**src/rtl/jump_redirect_unit.sv**
```systemverilog
// EX-stage jump resolution: registered redirect request to fetch with valid/ready handshake,
// plus a small circular return-address stack giving fetch an early return prediction.
module jump_redirect_unit #(
  parameter int XLEN      = 32,
  parameter int RAS_DEPTH = 4,
  parameter int CNT_W     = 16
) (
  input  logic             clk,
  input  logic             rst,
  input  logic             ex_valid,
  input  logic [1:0]       ex_jump_mode,
  input  logic [XLEN-1:0]  ex_pc_plus4,
  input  logic [31:0]      ex_instr,
  input  logic [XLEN-1:0]  ex_rs_data,
  input  logic             ex_rs_is_ra,
  input  logic             redirect_ready,
  output logic             redirect_valid,
  output logic [XLEN-1:0]  redirect_pc,
  output logic             redirect_misalign,
  output logic             ex_stall,
  output logic [XLEN-1:0]  link_addr,
  output logic             ras_pred_valid,
  output logic [XLEN-1:0]  ras_pred_pc,
  output logic [CNT_W-1:0] redirect_count
);

  localparam int PTR_W = $clog2(RAS_DEPTH);
  localparam int OCC_W = $clog2(RAS_DEPTH + 1);

  localparam logic [1:0] MODE_NONE = 2'b00;
  localparam logic [1:0] MODE_JR   = 2'b10;
  localparam logic [1:0] MODE_JAL  = 2'b11;

  logic             redirect_valid_reg;
  logic [XLEN-1:0]  redirect_pc_reg;
  logic             misalign_reg;
  logic [CNT_W-1:0] count_reg;
  logic [PTR_W-1:0] tp_reg, tp_next, tp_inc;
  logic [OCC_W-1:0] cnt_reg, cnt_next;
  logic [XLEN-1:0]  ras_entry [RAS_DEPTH];

  logic            is_jump, cap, xfer, push, pop;
  logic [XLEN-1:0] target_next;
  logic            misalign_next;
  logic            unused_instr_bits;

  assign unused_instr_bits = &{1'b0, ex_instr[31:26]};

  assign is_jump = ex_valid & (ex_jump_mode != MODE_NONE);
  assign cap     = is_jump & (!redirect_valid_reg | redirect_ready);
  assign xfer    = redirect_valid_reg & redirect_ready;
  assign push    = cap & (ex_jump_mode == MODE_JAL);
  assign pop     = cap & (ex_jump_mode == MODE_JR) & ex_rs_is_ra & (cnt_reg != '0);
  assign tp_inc  = tp_reg + 1'b1;

  always_comb begin
    target_next   = {ex_pc_plus4[XLEN-1:28], ex_instr[25:0], 2'b00};
    misalign_next = 1'b0;
    if (ex_jump_mode == MODE_JR) begin
      target_next   = {ex_rs_data[XLEN-1:2], 2'b00};
      misalign_next = |ex_rs_data[1:0];
    end
  end

  // Occupancy saturates at RAS_DEPTH; the pointer keeps wrapping so the oldest entry is overwritten.
  always_comb begin
    tp_next  = tp_reg;
    cnt_next = cnt_reg;
    if (push) begin
      tp_next = tp_inc;
      if (cnt_reg != OCC_W'(RAS_DEPTH))
        cnt_next = cnt_reg + 1'b1;
    end else if (pop) begin
      tp_next  = tp_reg - 1'b1;
      cnt_next = cnt_reg - 1'b1;
    end
  end

  always_ff @(posedge clk or posedge rst) begin
    if (rst) begin
      redirect_valid_reg <= 1'b0;
      redirect_pc_reg    <= '0;
      misalign_reg       <= 1'b0;
      count_reg          <= '0;
      tp_reg             <= '0;
      cnt_reg            <= '0;
    end else begin
      if (cap) begin
        redirect_valid_reg <= 1'b1;
        redirect_pc_reg    <= target_next;
        misalign_reg       <= misalign_next;
      end else if (xfer) begin
        redirect_valid_reg <= 1'b0;
      end
      if (xfer)
        count_reg <= count_reg + 1'b1;
      tp_reg  <= tp_next;
      cnt_reg <= cnt_next;
    end
  end

  generate
    for (genvar gi = 0; gi < RAS_DEPTH; gi++) begin : g_ras
      logic [XLEN-1:0] entry_reg;
      always_ff @(posedge clk or posedge rst) begin
        if (rst)
          entry_reg <= '0;
        else if (push && (tp_inc == PTR_W'(gi)))
          entry_reg <= ex_pc_plus4;
      end
      assign ras_entry[gi] = entry_reg;
    end
  endgenerate

  assign redirect_valid    = redirect_valid_reg;
  assign redirect_pc       = redirect_pc_reg;
  assign redirect_misalign = misalign_reg;
  assign redirect_count    = count_reg;
  assign ex_stall          = is_jump & redirect_valid_reg & !redirect_ready;
  assign link_addr         = ex_pc_plus4;
  assign ras_pred_valid    = (cnt_reg != '0);
  assign ras_pred_pc       = (cnt_reg != '0) ? ras_entry[tp_reg] : '0;

endmodule

```
**config.mk**
```make
export PLATFORM = sky130hd
export DESIGN_NAME = jump_redirect_unit
export DESIGN_NICKNAME = d
export VERILOG_FILES = /design/src/rtl/jump_redirect_unit.sv
export SDC_FILE = /design/constraint.sdc
export NUM_CORES = 1
export LEC_CHECK = 0
export CORE_ASPECT_RATIO = 0.75
export CORE_UTILIZATION = 54
export DETAILED_ROUTE_END_ITERATION = 12
export PLACE_DENSITY = 0.86
export SYNTH_ARGS = -nofsm -noshare
export SYNTH_HDL_FRONTEND = slang
export SYNTH_SLANG_ARGS = --single-unit
```
**constraint.sdc**
```tcl
create_clock -name clk -period 10.6 [get_ports clk]
set_input_delay 2.12 -clock clk [delete_from_list [all_inputs] [get_ports clk]]
set_output_delay 2.12 -clock clk [all_outputs]
set_load 0.1 [all_outputs]
```
=== Yosys cells after proc, flatten, opt, wreduce, memory -nomap -nowiden ===
Cells that the tools add are included.
W data, S select, Z words.

* Bits of input ports: 103
* Register bits after elaboration: 183
* Output and inout bits: 116
* Logic and storage cells: 60

* $add $sub $neg: 5
* Magnitude comparators: 1
* Reduce and logical (&&, ||, !) cells: 13
* Bitwise gates (word level): 11
* Mux-type cells: 13
* Equal/unequal tests: 7

{| class="wikitable"
|+ Operator list
! cell !! number
|-
| $mux W32 || 4
|-
| $bmux W32 S2 || 1
|-
| $add A16 B1 Y16 const B || 1
|-
| $and A1 B1 Y1 || 9
|-
| $mux W3 || 3
|-
| $eq A2 B2 Y1 const B || 4
|-
| $reduce_bool A2 Y1 || 3
|-
| $logic_and A1 B1 Y1 || 4
|-
| $mux W2 || 2
|-
| $add A3 B1 Y3 const B || 1
|-
| $ge A3 B3 Y1 const B || 1
|-
| $mux W1 || 3
|-
| $ne A3 B3 Y1 const B || 1
|-
| $not A2 Y3 || 1
|-
| $reduce_bool A3 Y1 || 1
|-
| $sub A3 B1 Y3 const B || 1
|-
| $add A2 B1 Y2 const B || 1
|-
| $eq A2 B1 Y1 const B || 1
|-
| $logic_not A1 Y1 || 2
|-
| $logic_not A2 Y1 || 1
|-
| $ne A2 B1 Y1 const B || 1
|-
| $reduce_and A2 Y1 || 1
|-
| $reduce_or A2 Y1 || 1
|-
| $sub A2 B1 Y2 const B || 1
|-
| $or A1 B1 Y1 || 1
|}

=== Depth between registers and ports, before layout ===
Gate-level depths: netlist (run 1).

* Depth in word-level cells: 8
* Depth in mapped cells: 8
* Gate-level depth less buffers: 7

=== Worst setup path before layout (run 1) ===
Ideal clock, no wire load.

* Path kind: input to output
* From: input port redirect_ready
* To: output port ex_stall
* Slack: 4.915 ns
* Data arrival time: 3.565 ns
* Cell stages on the path: 2
* Path through: nand2b_4 nor2_1

* Word-level cells in the longest chain between the ends: 2

{| class="wikitable"
|+ RTL lines
! element !! RTL line !! text
|-
| start: declaration || 16 || <nowiki>input logic redirect_ready,</nowiki>
|-
| $logic_not A1 Y1 || 119 || <nowiki>assign ex_stall = is_jump & redirect_valid_reg & !redirect_ready;</nowiki>
|-
| $and A1 B1 Y1 || 119 ||
|-
| end: declaration || 20 || <nowiki>output logic ex_stall,</nowiki>
|}

No other way between the ends.

=== Final worst setup path (run 1) ===
* From: input port ex_jump_mode[0]
* To: output port ex_stall

* Word-level cells in the longest chain between the ends: 4

{| class="wikitable"
|+ RTL lines
! element !! RTL line !! text
|-
| start: declaration || 11 || <nowiki>input logic [1:0] ex_jump_mode,</nowiki>
|-
| $reduce_bool A2 Y1 || 49 || <nowiki>assign is_jump = ex_valid & (ex_jump_mode != MODE_NONE);</nowiki>
|-
| $and A1 B1 Y1 || 49 ||
|-
| $and A1 B1 Y1 (2 in a row) || 119 ||
|}

No other way between the ends.

==> flow_summary.json, run 1 <==
{
  "ant_nets": 0,
  "tns_ns": 0,
  "cts_buffer_depth": 2,
  "seqCellArea_um2": 4530,
  "htreeDepth": 4,
  "grt_pass1_wl_um": 32000,
  "track_usage": 0.237,
  "fillCellCount": 1079,
  "synth_warnings": 0,
  "cts_sinks": 181,
  "crit_fanout": 11,
  "synth_edf_count": 0,
  "routed_wirelength_um": 19900,
  "dieHeight_um": 115,
  "cts_resized": 0,
  "numPortBuffers": 210,
  "syn-cell-area_um2": 9230,
  "grt_overflow": 0,
  "rr_endpoint": "g_ras[1].entry_reg[30]",
  "rsz0062_at_grt": "false",
  "dp_hpwl_um": 12800,
  "setup.worst_path.start_class": "primary input",
  "cts_tree": "yes",
  "syn_inst": 629,
  "clk_latency_ns": 0.42,
  "synthFlopType": "dfrtp_1",
  "multi_input_area_um2": 4060,
  "slew_viol_final": 0,
  "rr_startpoint": "tp_reg[1]",
  "synth-seq-cells": 181,
  "finalCriticalPeriod_ns": 6.49,
  "post-cts-setup-buffers": 0,
  "cp_data_required_time_ns": 8.48,
  "antenna_found_initial": 0,
  "dr.pass1.iters": 4,
  "drcViolationCount": 0,
  "dr.first_iter.drc_count": 231,
  "holdPathStages": 1,
  "min_period_over_period": 0.613,
  "largest_register_ffs": 128,
  "die_x_um": 153,
  "io_pins": 219,
  "wl_per_cell_um": 19.6,
  "worstHoldEndpoint": "redirect_count[15]",
  "skew_ns": 0.0103,
  "hold_viol": 0,
  "viasPerCell": 5.46,
  "worst_pin_slew_ns": 1.08,
  "numCtsBuffers": 17,
  "path_clk_slew_ns": 0.07,
  "hold_class": "flop to flop",
  "grt_max_degree": 95,
  "grt_pass1_vias": 6010,
  "status": "finished, final reports clean",
  "core_um2": 16400,
  "fmax_ghz": 0.154,
  "synthArstFlopShare": 1.00,
  "setup_violations": 0,
  "num-nets-final": 898,
  "initial_utilization": 0.564,
  "slew_headroom": 0.276,
  "r2r_cells": 4,
  "ys_types": 41,
  "maxCapViolations": 0,
  "die-area_um2": 17600,
  "postCtsHoldBufs": 0,
  "syn_avg_cell_area_um2": 14.7,
  "layout-drive-gt1-share": 0.260,
  "area_growth_pct": 25.5,
  "gp_congestion": 0.807,
  "clockRootBuffer": "clkbuf_16",
  "worstPathArrival_ns": 4.37,
  "end_kind": "output pin",
  "crit_type": "primary input to output pin",
  "rrSetupSlack_ns": 8.26,
  "vias": 5518,
  "seq_area_frac_synth": 0.491,
  "diodes": 0,
  "min_from": "redirect_count[15]",
  "rows": 40
}
-- critical path, cell delays in order --
cell and delay, ns:
clkdlybuf4s50_1 0.75, o21ai_0 0.21, nor2_1 0.14, clkdlybuf4s50_1 1.15
-- synthesized netlist by cell type, types with 2 or more instances --
library cell | n | area share
nor4_1 | 2 | 0.0014
nand3_1 | 6 | 0.0033
buf_2 | 10 | 0.0054
xor2_1 | 6 | 0.0057
nand2_1 | 40 | 0.016
o21ai_0 | 36 | 0.020
buf_12 | 13 | 0.028
nor2_1 | 6 | 0.0024
nor2b_1 | 2 | 0.0014
and2_1 | 32 | 0.022
ha_1 | 6 | 0.0081
clkbuf_1 | 14 | 0.0057
inv_1 | 6 | 0.0024
mux2i_1 | 31 | 0.034
xnor2_1 | 13 | 0.012
a31oi_1 | 2 | 0.0014
mux2_2 | 9 | 0.011
and4_1 | 2 | 0.0019
dfrtp_1 | 181 | 0.49
mux2_4 | 120 | 0.20
nand2_8 | 4 | 0.0087
nor3_1 | 2 | 0.0011
buf_4 | 35 | 0.028
nand4_1 | 3 | 0.0020
mux4_2 | 32 | 0.078
-- metal layers --
metal	vias up	wire length (µm)	global-route usage
li1	2500	-	-
met3	16	1030	0.0656
met4	0	205	0.0606
met2	192	9910	0.408
met5	-	0	0
met1	2810	8710	0.300
-- area by class of cell --
cell class              count  area share
multi-input cells         370       0.350
flip-flops and latches    181       0.391
inverters                   6     0.00238
clock buffers              22      0.0418
clock inverters             9     0.00810
repair buffers            213       0.183
well taps                 210      0.0227
-- cell families (layout without fill, tap and decap cells) --
group	count (synthesis)	after routing	synth area share
multiplexers	192	192	0.318
flip-flops	181	181	0.491
adder cells (fa/ha/maj)	6	6	0.00814
XOR/XNOR	19	19	0.0180
buffers and inverters	79	250	0.0706
AO/OA/AOI/OAI	44	44	0.0268
AND/OR/NAND/NOR	107	107	0.0671
other	1	2	0.000406
-- how the worst max path moves through the flow --
stage | from | to | cells after the start
final | ex_jump_mode[0] | ex_stall | 4
after detailed placement | ex_jump_mode[0] | ex_stall | 4
after global placement | ex_jump_mode[0] | ex_stall | 4
after global routing | ex_jump_mode[0] | ex_stall | 4
after CTS | ex_jump_mode[0] | ex_stall | 4
after floorplan | rst | cnt_reg[0] | 1
-- metrics by stage --
step                      instance area (µm²)  utilization  hold WS (ns)  setup WS, ns  instances
after floorplan                          9230            -         0.474          3.56        630
after global placement                  11000        0.673         0.459          4.12        980
after detailed placement                11000        0.673         0.468          4.14        980
after CTS                               11600        0.708         0.477          4.12       1011
after global routing                    11600        0.708         0.506          4.03       1011
final                                   11600        0.708         0.475          4.11       1011
-- placed cells by master (no fill, tap or decap), drive strengths merged, types with 3 or more instances in the layout --
| master | Yosys | routed |
|---|---|---|
| and2 | 32 | 32 |
| and4 | 3 | 3 |
| buf | 59 | 3 |
| clkbuf | 14 | 22 |
| clkdlybuf4s50 | 0 | 210 |
| clkinv | 0 | 3 |
| dfrtp | 181 | 181 |
| ha | 6 | 6 |
| inv | 6 | 9 |
| mux2 | 129 | 129 |
| mux2i | 31 | 31 |
| mux4 | 32 | 32 |
| nand2 | 44 | 44 |
| nand3 | 6 | 6 |
| nand4 | 3 | 3 |
| nor2 | 6 | 6 |
| o21ai | 36 | 36 |
| xnor2 | 13 | 13 |
| xor2 | 6 | 6 |
Power of run 1 is not shown: default switching activity piles up to over one toggle a cycle in this logic, so the estimate is an artifact.
==> inputs of run 2 (changes only) <==
--- a/config.mk
+++ b/config.mk
@@ -6,9 +6,9 @@
 export NUM_CORES = 1
 export LEC_CHECK = 0
 export CORE_ASPECT_RATIO = 0.75
-export CORE_UTILIZATION = 54
+export CORE_UTILIZATION = 46
 export DETAILED_ROUTE_END_ITERATION = 12
-export PLACE_DENSITY = 0.86
+export PLACE_DENSITY = 0.78
 export SYNTH_ARGS = -nofsm -noshare
 export SYNTH_HDL_FRONTEND = slang
 export SYNTH_SLANG_ARGS = --single-unit
==> constraint.sdc (replaced) <==
create_clock -name clk -period 5.42 [get_ports clk]
set_input_delay 1.084 -clock clk [delete_from_list [all_inputs] [get_ports clk]]
set_output_delay 1.084 -clock clk [all_outputs]
set_load 0.1 [all_outputs]
==> run 2 against run 1 <==
  * The run now ends with DRC left
  * Non-clock buffer count unchanged
  * Register-to-register slack worse by 5.2 ns
  * Final area up 0.52%
  * Die area up 17%
  * Highest routed layer unchanged
  * Hold slack better by 0.0032 ns
==> flow_summary.json, run 2 (synthesized netlist as in run 1, its figures left out) <==
{
  "status": "finished, violations left",
  "violations": "DRC",
  "numCtsBuffers": 17,
  "dr.pass1.iters": 9,
  "hold_class": "flop to flop",
  "slew_headroom": 0.283,
  "path_clk_slew_ns": 0.07,
  "cts_sinks": 181,
  "numPortBuffers": 210,
  "clk_latency_ns": 0.43,
  "cts_tree": "yes",
  "area_growth_pct": 26.2,
  "rows": 44,
  "routed_wirelength_um": 18900,
  "antenna_found_initial": 0,
  "hold_viol": 0,
  "fmax_ghz": 0.236,
  "cp_data_required_time_ns": 4.34,
  "io_pins": 219,
  "max_stage_delay_ns": 1.19,
  "die-area_um2": 20600,
  "min_period_over_period": 0.782,
  "num-nets-final": 898,
  "vias": 5458,
  "postCtsHoldBufs": 0,
  "core_um2": 19500,
  "dr.max_layer_used": "met4",
  "viasPerCell": 5.17,
  "holdWs_ns": 0.478,
  "crit_type": "flop to output pin",
  "end_kind": "output pin",
  "cts_resized": 0,
  "final_common_cell": "clkdlybuf4s50_1",
  "setup_ws_ns": 1.18,
  "dpl_worst_slack_ns": 1.39,
  "worstPathArrival_ns": 3.16,
  "cts_buffer_depth": 2,
  "dr.first_iter.drc_count": 329,
  "grt_pass1_vias": 5726,
  "dieHeight_um": 125,
  "cpMaxStageDelayCell": "clkdlybuf4s50_1",
  "post-cts-setup-buffers": 0,
  "rsz0062_at_grt": "false",
  "path_cells": "or3_1 -> buf_4 -> and2_1 -> clkdlybuf4s50_1",
  "gp_congestion": 0.781,
  "met1_length_um": 8560,
  "final_area_um2": 11600,
  "setup.worst_path.start_class": "flop",
  "layout-drive-gt1-share": 0.262,
  "die_x_um": 166,
  "met2_length_um": 8950,
  "skew_ns": 0.0113,
  "grt_pass1_wl_um": 31000,
  "wl_per_cell_um": 17.9,
  "tns_ns": 0,
  "dpl_cell_area_um2": 11100,
  "worst_pin_slew_ns": 1.07,
  "dp_hpwl_um": 12000,
  "initial_utilization": 0.473,
  "finalCriticalPeriod_ns": 4.24,
  "htreeDepth": 4,
  "setup_violations": 0,
  "track_usage": 0.196,
  "wl_met3_um": 1200,
  "largest_register_ffs": 128,
  "grt_max_degree": 182,
  "crit_fanout": 20,
  "ant_nets": 0,
  "drcViolationCount": 28,
  "clockRootBuffer": "clkbuf_16",
  "slew_viol_final": 0,
  "most-common-layout-cells": "clkdlybuf4s50_1 (209), dfrtp_1 (179), mux2_4 (120)",
  "grt_overflow": 0,
  "maxCapViolations": 0,
  "diodes": 0
}
-- run 2: layer usage --
layer,track usage,vias to the layer above
met2,0.306,165
met1,0.269,2762
met3,0.0556,17
met4,0.0487,0
met5,0,-
li1,-,2514
-- run 2: worst paths after layout --
path / startpoint / end / slack [ns] / cells past startpoint
max: cnt_reg[2] / ras_pred_pc[31] / 1.18 / 4
min: redirect_pc[25] / redirect_pc[25] / 0.48 / 2
max reg2reg: tp_reg[1] / g_ras[1].entry_reg[30] / 3.11 / 4
min reg2reg: redirect_pc[25] / redirect_pc[25] / 0.48 / 2
max in group asynchronous: rst / tp_reg[0] / 3.34 / 3
min in group asynchronous: rst / g_ras[0].entry_reg[5] / 1.28 / 3
-- run 2: critical path: cells and delay by family, from the launching register on --
kind,cells,cell delay (ns)
AND/OR/NAND/NOR,2,0.70
buffers and inverters,2,1.54
flip-flops,1,0.48
-- run 2: cell type report --
cell class / instances / area [µm²]
Clock buffer: 20 / 457
Clock inverter: 12 / 119
Fill cell: 1539 / 7840
Inverter: 6 / 26.3
Multi-Input combinational cell: 370 / 4060
Sequential cell: 181 / 4530
Tap cell: 253 / 317
Timing Repair Buffer: 213 / 2130
-- run 2: per-stage QoR --
step | cells | utilization
detailed placement | 1023 | 0.568
floorplan | 630 | -
global route | 1055 | 0.598
finish | 1055 | 0.598
CTS | 1055 | 0.598
global placement | 1023 | 0.568
Power of run 2 is left out for the same reason.
==> inputs of run 3 (changes only) <==
--- a/config.mk
+++ b/config.mk
@@ -6,9 +6,9 @@
 export NUM_CORES = 1
 export LEC_CHECK = 0
 export CORE_ASPECT_RATIO = 0.75
-export CORE_UTILIZATION = 46
+export CORE_UTILIZATION = 50
 export DETAILED_ROUTE_END_ITERATION = 12
-export PLACE_DENSITY = 0.78
+export PLACE_DENSITY = 0.8
 export SYNTH_ARGS = -nofsm -noshare
 export SYNTH_HDL_FRONTEND = slang
 export SYNTH_SLANG_ARGS = --single-unit
==> constraint.sdc (replaced) <==
create_clock -name clk -period 4.2 [get_ports clk]
set_input_delay 0.84 -clock clk [delete_from_list [all_inputs] [get_ports clk]]
set_output_delay 0.84 -clock clk [all_outputs]
set_load 0.1 [all_outputs]
==> run 3 against run 2 <==
  * The flow now finishes without violations
  * Global-route usage is 2.5 points higher
  * Critical path depth stayed put
  * Sequential cell count stayed put
  * Worst setup slack worse by 0.20 ns
  * First-iteration DRC count rose by 35%
  * Critical endpoint is now ras_pred_pc[20]
  * Largest cell class unchanged
==> flow_summary.json, run 3 (synthesized netlist as in run 1, its figures left out) <==
{
  "finalCriticalPeriod_ns": 3.22,
  "dieHeight_um": 120,
  "min_from": "redirect_pc[9]",
  "min_period_over_period": 0.767,
  "crit_path_frequent_cell": "buf_4",
  "setup.worst_path.start_class": "flop",
  "largest_register_ffs": 128,
  "slew_viol_final": 0,
  "gp_congestion": 0.816,
  "path_delay_family": "simple AND/OR/NAND/NOR gates",
  "skew_ns": 0.0117,
  "post-cts-setup-buffers": 0,
  "clk_latency_ns": 0.43,
  "numCtsBuffers": 17,
  "fmax_ghz": 0.311,
  "post-place-cells": 1014,
  "grt_overflow": 0,
  "cts_tree": "yes",
  "hold_class": "flop to flop",
  "tns_ns": 0,
  "core_um2": 17900,
  "hold_viol": 0,
  "drcViolationCount": 0,
  "dr.first_iter.drc_count": 443,
  "cts_sinks": 181,
  "viasPerCell": 5.29,
  "ant_nets": 0,
  "cts_resized": 0,
  "dr.pass1.iters": 5,
  "worst_pin_slew_ns": 1.04,
  "vias": 5529,
  "rr_startpoint": "tp_reg[1]",
  "crit_type": "flop to output pin",
  "path_clk_slew_ns": 0.07,
  "setup_violations": 0,
  "path_cells": "or3_1 -> buf_4 -> and2_1 -> buf_4",
  "grt_max_degree": 97,
  "grt_pass1_vias": 5982,
  "cts_buffer_depth": 2,
  "crit_fanout": 18,
  "routed_wirelength_um": 20100,
  "rows": 42,
  "end_kind": "output pin",
  "track_usage": 0.221,
  "grt_pass1_wl_um": 32600,
  "slew_headroom": 0.304,
  "status": "finished, final reports clean",
  "numPortBuffers": 210,
  "antenna_found_initial": 0,
  "dp_hpwl_um": 13300,
  "worstPathArrival_ns": 2.38,
  "clockRootBuffer": "clkbuf_16",
  "num-nets-final": 900,
  "startpoint": "cnt_reg[2]",
  "htreeDepth": 4,
  "layout-drive-gt1-share": 0.345,
  "die_x_um": 159,
  "wl_per_cell_um": 19.2,
  "fin_cells": 1046,
  "path_buf_inv": 2,
  "area_growth_pct": 24.5,
  "cpMaxStageDelayCell": "or3_1",
  "cp_data_required_time_ns": 3.36,
  "postCtsHoldBufs": 0,
  "utilization": 0.643,
  "maxCapViolations": 0,
  "diodes": 0,
  "rsz0062_at_grt": "false",
  "final_common_cell": "dfrtp_1",
  "io_pins": 219,
  "die-area_um2": 19000,
  "max_stage_delay_ns": 0.59,
  "most-common-layout-cells": "dfrtp_1 (179), clkdlybuf4s50_1 (144), mux2_4 (120)",
  "initial_utilization": 0.516
}
## run 3: cell count changes in the layout (fill, tap and decap cells not counted), sizes merged
| cell | change |
|---|---|
| buf | +67 |
| clkbuf | -2 |
| clkdlybuf4s50 | -65 |
| clkinv | +2 |
## run 3: final timing paths
kind / endpoint / slack, ns / depth (start not counted)
hold / removal: redirect_pc[9] / 0.48 / 2
setup reg to reg: g_ras[1].entry_reg[30] / 1.83 / 4
max in group asynchronous: g_ras[2].entry_reg[9] / 2.85 / 3
min in group asynchronous: redirect_count[13] / 0.90 / 3
hold reg to reg: redirect_pc[9] / 0.48 / 2
setup / recovery: ras_pred_pc[20] / 0.98 / 4
## run 3: layout make-up
class                   instances  area [µm²]
well taps                     242         303
inverters                       6        26.3
clock buffers                  18         429
fillers                      1307        6380
multi-input cells             370        4060
flip-flops and latches        181        4530
clock inverters                14         126
repair buffers                215        2010
## run 3: layer usage
metal,global-route usage,share of wire
met4,0.0721,0.020
met1,0.289,0.44
met3,0.0532,0.059
met5,0,0
met2,0.364,0.48
## run 3: per-stage QoR
stage	cell area (µm²)	setup slack (ns)	hold WS, ns
after global routing	11500	0.855	0.506
after floorplan	9240	0.767	0.474
final	11500	0.980	0.479
after global placement	10900	1.11	0.459
after detailed placement	10900	1.06	0.470
after CTS	11500	0.930	0.486
## run 3: worst register-to-register path, delay by kind of cell (launching register included)
family	cells	cell delay (ns)
adders and majority gates	1	0.31
buffers and inverters	1	0.19
DFF	1	1.02
muxes	1	0.39
and+or+nand+nor	1	0.35
Power of run 3 is left out for the same reason.
==> RTL edit 1: new RTL, config.mk and constraints of run 1 <==
Set the parameter `CNT_W` to 32 (it was 16).
--- a/src/rtl/jump_redirect_unit.sv
+++ b/src/rtl/jump_redirect_unit.sv
@@ -4,5 +4,5 @@
   parameter int XLEN      = 32,
   parameter int RAS_DEPTH = 4,
-  parameter int CNT_W     = 16
+  parameter int CNT_W     = 32
 ) (
   input  logic             clk,
Interface: changed (resized redirect_count); port bits go from 219 to 235. The function was not compared with the original's and may differ.
==> RTL edit 1 against run 1 <==
  * Fmax grew 4.2%
  * Final area grew 7.9%
  * Non-clock buffer count grew 16
  * Global-route usage grew 0.28 points
  * Clock skew is essentially flat
  * Worst setup slack gained 0.26 ns
  * Sequential cell count grew 16
  * Routed wire length grew 5.3%
  * Utilization is essentially flat
  * Synthesized area grew 5.7%
==> RTL edit 1: results (changes against run 1) <==
metric	value	unit	change
gp_congestion	0.767		was 0.807
skew	0.0101	ns	was 0.0103 ns
synthTopCellsByArea	dfrtp_1, mux2_4, mux4_2		unchanged
synth_compound_area_share	2.16	%	was 2.68%
drt_wl_total	20900	um	was 19,900 um
ff2ff_setup_slack	8.05	ns	was 8.26 ns
power.density	343	nW/um^2	
drtIter0Drc	301		was 231
port_buffers	226		was 210
grt_pass1_vias	6291		was 6,010
dpl.hpwl	13700	um	was 12,800 um
irDropWorstVdd	275	uV	
fillers	1213		was 1,079
avgSynthCellArea	14.4	um^2	was 14.7 um^2
hp-start	redirect_count[31]$_DFFE_PP0P_		was redirect_count[15]$_DFFE_PP0P_
layout.nets	965		was 898
crit_path_end	ex_stall		unchanged
grt_max_degree	118		was 95
root_buffer	clkbuf_16		unchanged
place_area	11900	um^2	was 11,000 um^2
clkSlewWorstSetupHoldPaths	0.07	ns	about the same
r2r_end	g_ras[1].entry_reg[30]$_DFFE_PP0P_		unchanged
antenna_found_initial	0		unchanged
min_to	redirect_count[31]$_DFFE_PP0P_		was redirect_count[15]$_DFFE_PP0P_
grt_pass1_wl	33700	um	was 32,000 um
arrival	4.11	ns	was 4.37 ns
diodes	0		unchanged
synthMuxAreaShare	30.3	%	was 31.8%
drtAntennaViolNets	0		unchanged
max_freq	160	MHz	was 154 MHz
synth_xor_area_share	3.05	%	was 1.80%
dpl.cell_count	1079		was 980
tightest_slew	1.13	ns	was 1.08 ns
status	complete, no violations		unchanged
ys_top_cells_by_count	dfrtp_1, mux2_4, nand2_1, buf_4		was dfrtp_1, mux2_4, nand2_1, o21ai_0, buf_4
wl_per_cell	18.8	um	was 19.6 um
hold_ws	0.473	ns	was 0.475 ns
yosysSeqAreaShare	50.6	%	was 49.1%
vias_per_cell	5.32		was 5.46
ys_types	39		was 41
drive_above_1_share	24.4	%	was 26.0%
insertion_delay	0.43	ns	
clockBufferDepth	2		unchanged
pre_cts_ws	4.36	ns	was 4.14 ns
synth_warnings	0		unchanged
tns	0	ns	unchanged
drt-pass1-iter-count	6		was 4
cts_max_level	4		unchanged
final_util	70.8	%	about the same
synthAdderAreaFrac	0.770	%	was 0.814%
gr-usage-all-layers	24.0	%	was 23.7%
path_max_fanout	4		was 11
[RTL edit 1: cell count changes in the layout (fill, tap and decap cells not counted), moves of 3 or more]
cell,change
and3_1,+7
bufinv_16,+3
clkdlybuf4s50_1,+16
dfrtp_1,+16
inv_8,+3
nand2_1,+3
nand2_4,+4
nand2_8,-4
nand3_1,+7
nand4_1,+7
o21ai_0,-3
xnor2_1,+14
[RTL edit 1: final cells by class]
class	instances	area, um^2	area share, %
repair buffers	229	2280	18.3
well taps	242	303	2.42
clock buffers	20	457	3.65
flip-flops and latches	197	4930	39.5
inverters	5	26.3	0.210
clock inverters	12	190	1.52
multi-input cells	406	4310	34.5
[RTL edit 1: metal layers]
layer / share of wire (%) / global-route usage [%]
met1: 44 / 31.8
met2: 49 / 39.1
met3: 5.2 / 5.24
met4: 1.8 / 8.01
met5: 0 / 0
==> RTL edit 2: new RTL, config.mk and constraints of run 1 <==
Without the edit above. Make the reset (`rst`) synchronous in 2 clocked blocks.
--- a/src/rtl/jump_redirect_unit.sv
+++ b/src/rtl/jump_redirect_unit.sv
@@ -77,5 +77,5 @@
   end
 
-  always_ff @(posedge clk or posedge rst) begin
+  always_ff @(posedge clk) begin
     if (rst) begin
       redirect_valid_reg <= 1'b0;
@@ -103,5 +103,5 @@
     for (genvar gi = 0; gi < RAS_DEPTH; gi++) begin : g_ras
       logic [XLEN-1:0] entry_reg;
-      always_ff @(posedge clk or posedge rst) begin
+      always_ff @(posedge clk) begin
         if (rst)
           entry_reg <= '0;
Formal check against the unedited RTL: differs if rst is asserted again (counterexample within 4 cycles, from zero or initial values and one cycle with rst high); with rst held inactive, the same outputs for 4 cycles.
==> RTL edit 2 against run 1 <==
  * Synthesized area down 12%
  * Sequential share of layout area is 5.1 points lower
  * Sequential cell count is the same
  * Worst setup slack worse by 0.32 ns
  * Final area fell by 7.9%
  * Routed wire length up 8.8%
  * Highest routed layer unchanged
  * Critical endpoint unchanged
==> RTL edit 2: results (changes against run 1) <==
metric	value	unit	change
drt-pass1-iter-count	5		was 4
layout.nets	1193		was 898
arrival	4.70	ns	was 4.37 ns
status	complete, no violations		unchanged
synth_xor_area_share	1.62	%	was 1.80%
yosysSeqAreaShare	44.6	%	was 49.1%
drive_above_1_share	8.20	%	was 26.0%
vias_per_cell	5.53		was 5.46
drt-met1-wl	9110	um	was 8710 um
drtIter0Drc	420		was 231
synth_compound_area_share	12.2	%	was 2.68%
dpl.hpwl	14000	um	was 12,800 um
wl_met3	1840	um	was 1030 um
grt_pass1_wl	34300	um	was 32,000 um
met2WireLength	10400	um	was 9910 um
synthMuxAreaShare	13.1	%	was 31.8%
path_max_fanout	17		was 11
synthTopCellsByArea	dfxtp_1, nand2_1, mux4_2		was dfrtp_1, mux2_4, mux4_2
grt_max_degree	105		was 95
gr-usage-all-layers	28.7	%	was 23.7%
maxSlewHeadroom	27.2	%	was 27.6%
synth_flop_cell	dfxtp_1		was dfrtp_1
synthAdderAreaFrac	0.923	%	was 0.814%
gp_congestion	0.774		was 0.807
skew	0.00885	ns	was 0.0103 ns
## RTL edit 2: final cells by class
| type | instances | area, um^2 | area share [%] |
|---|---|---|---|
| clock buffers | 18 | 439 | 4.12 |
| clock inverters | 14 | 176 | 1.65 |
| inverters | 9 | 33.8 | 0.317 |
| multi-input cells | 652 | 3950 | 37.0 |
| flip-flops and latches | 181 | 3630 | 34.0 |
| well taps | 200 | 250 | 2.34 |
| repair buffers | 223 | 2200 | 20.6 |
## RTL edit 2: final timing paths
kind	startpoint	end	slack (ns)	cells after the start
hold reg to reg	g_ras[2].entry_reg[16]$_SDFFE_PP0P_	g_ras[2].entry_reg[16]$_SDFFE_PP0P_	0.45	2
setup / recovery	ex_jump_mode[0]	ex_stall	3.78	4
setup reg to reg	tp_reg[0]$_SDFFE_PP0P_	g_ras[0].entry_reg[9]$_SDFFE_PP0P_	7.75	5
hold / removal	g_ras[2].entry_reg[16]$_SDFFE_PP0P_	g_ras[2].entry_reg[16]$_SDFFE_PP0P_	0.45	2
## RTL edit 2: cell families (layout without fill, tap and decap cells)
logic type,count (synthesis),count (layout)
AND/OR/NAND/NOR,387,387
XOR/XNOR,15,15
adder cells (fa/ha/maj),6,6
AO/OA/AOI/OAI,176,176
buffers and inverters,118,264
flip-flops,181,181
multiplexers,66,66
other,1,2
## RTL edit 2: metal layers
layer	GRT usage (%)	vias to the layer above
met5	0	-
met4	9.95	0
met3	6.24	24
met2	49.2	301
met1	35.9	3393
li1	-	3449
## RTL edit 2: tightest hold or removal path, cell delays in order, from the launching register on
cell and delay, ns:
dfxtp_1 0.31, nand2_1 0.05, a21oi_1 0.05
## RTL edit 2: power breakdown
part / total, W / switching, W / internal [W]
clock network: 0.000653 / 0.000271 / 0.000381
registers: 0.000713 / 0.0000157 / 0.000697
logic: 0.000295 / 0.000206 / 0.0000893
## RTL edit 2: per-stage QoR
step | utilization (%) | power (W) | std cells | cell area [um^2]
2_1_floorplan | - | 0.000933 | 951 | 8140
3_5_place_dp | 68.9 | 0.00102 | 1265 | 10100
6_report | 73.1 | 0.00166 | 1297 | 10700
4_1_cts | 73.1 | 0.00167 | 1297 | 10700
5_1_grt | 73.1 | 0.00171 | 1297 | 10700
3_3_place_gp | 68.9 | 0.00102 | 1265 | 10100
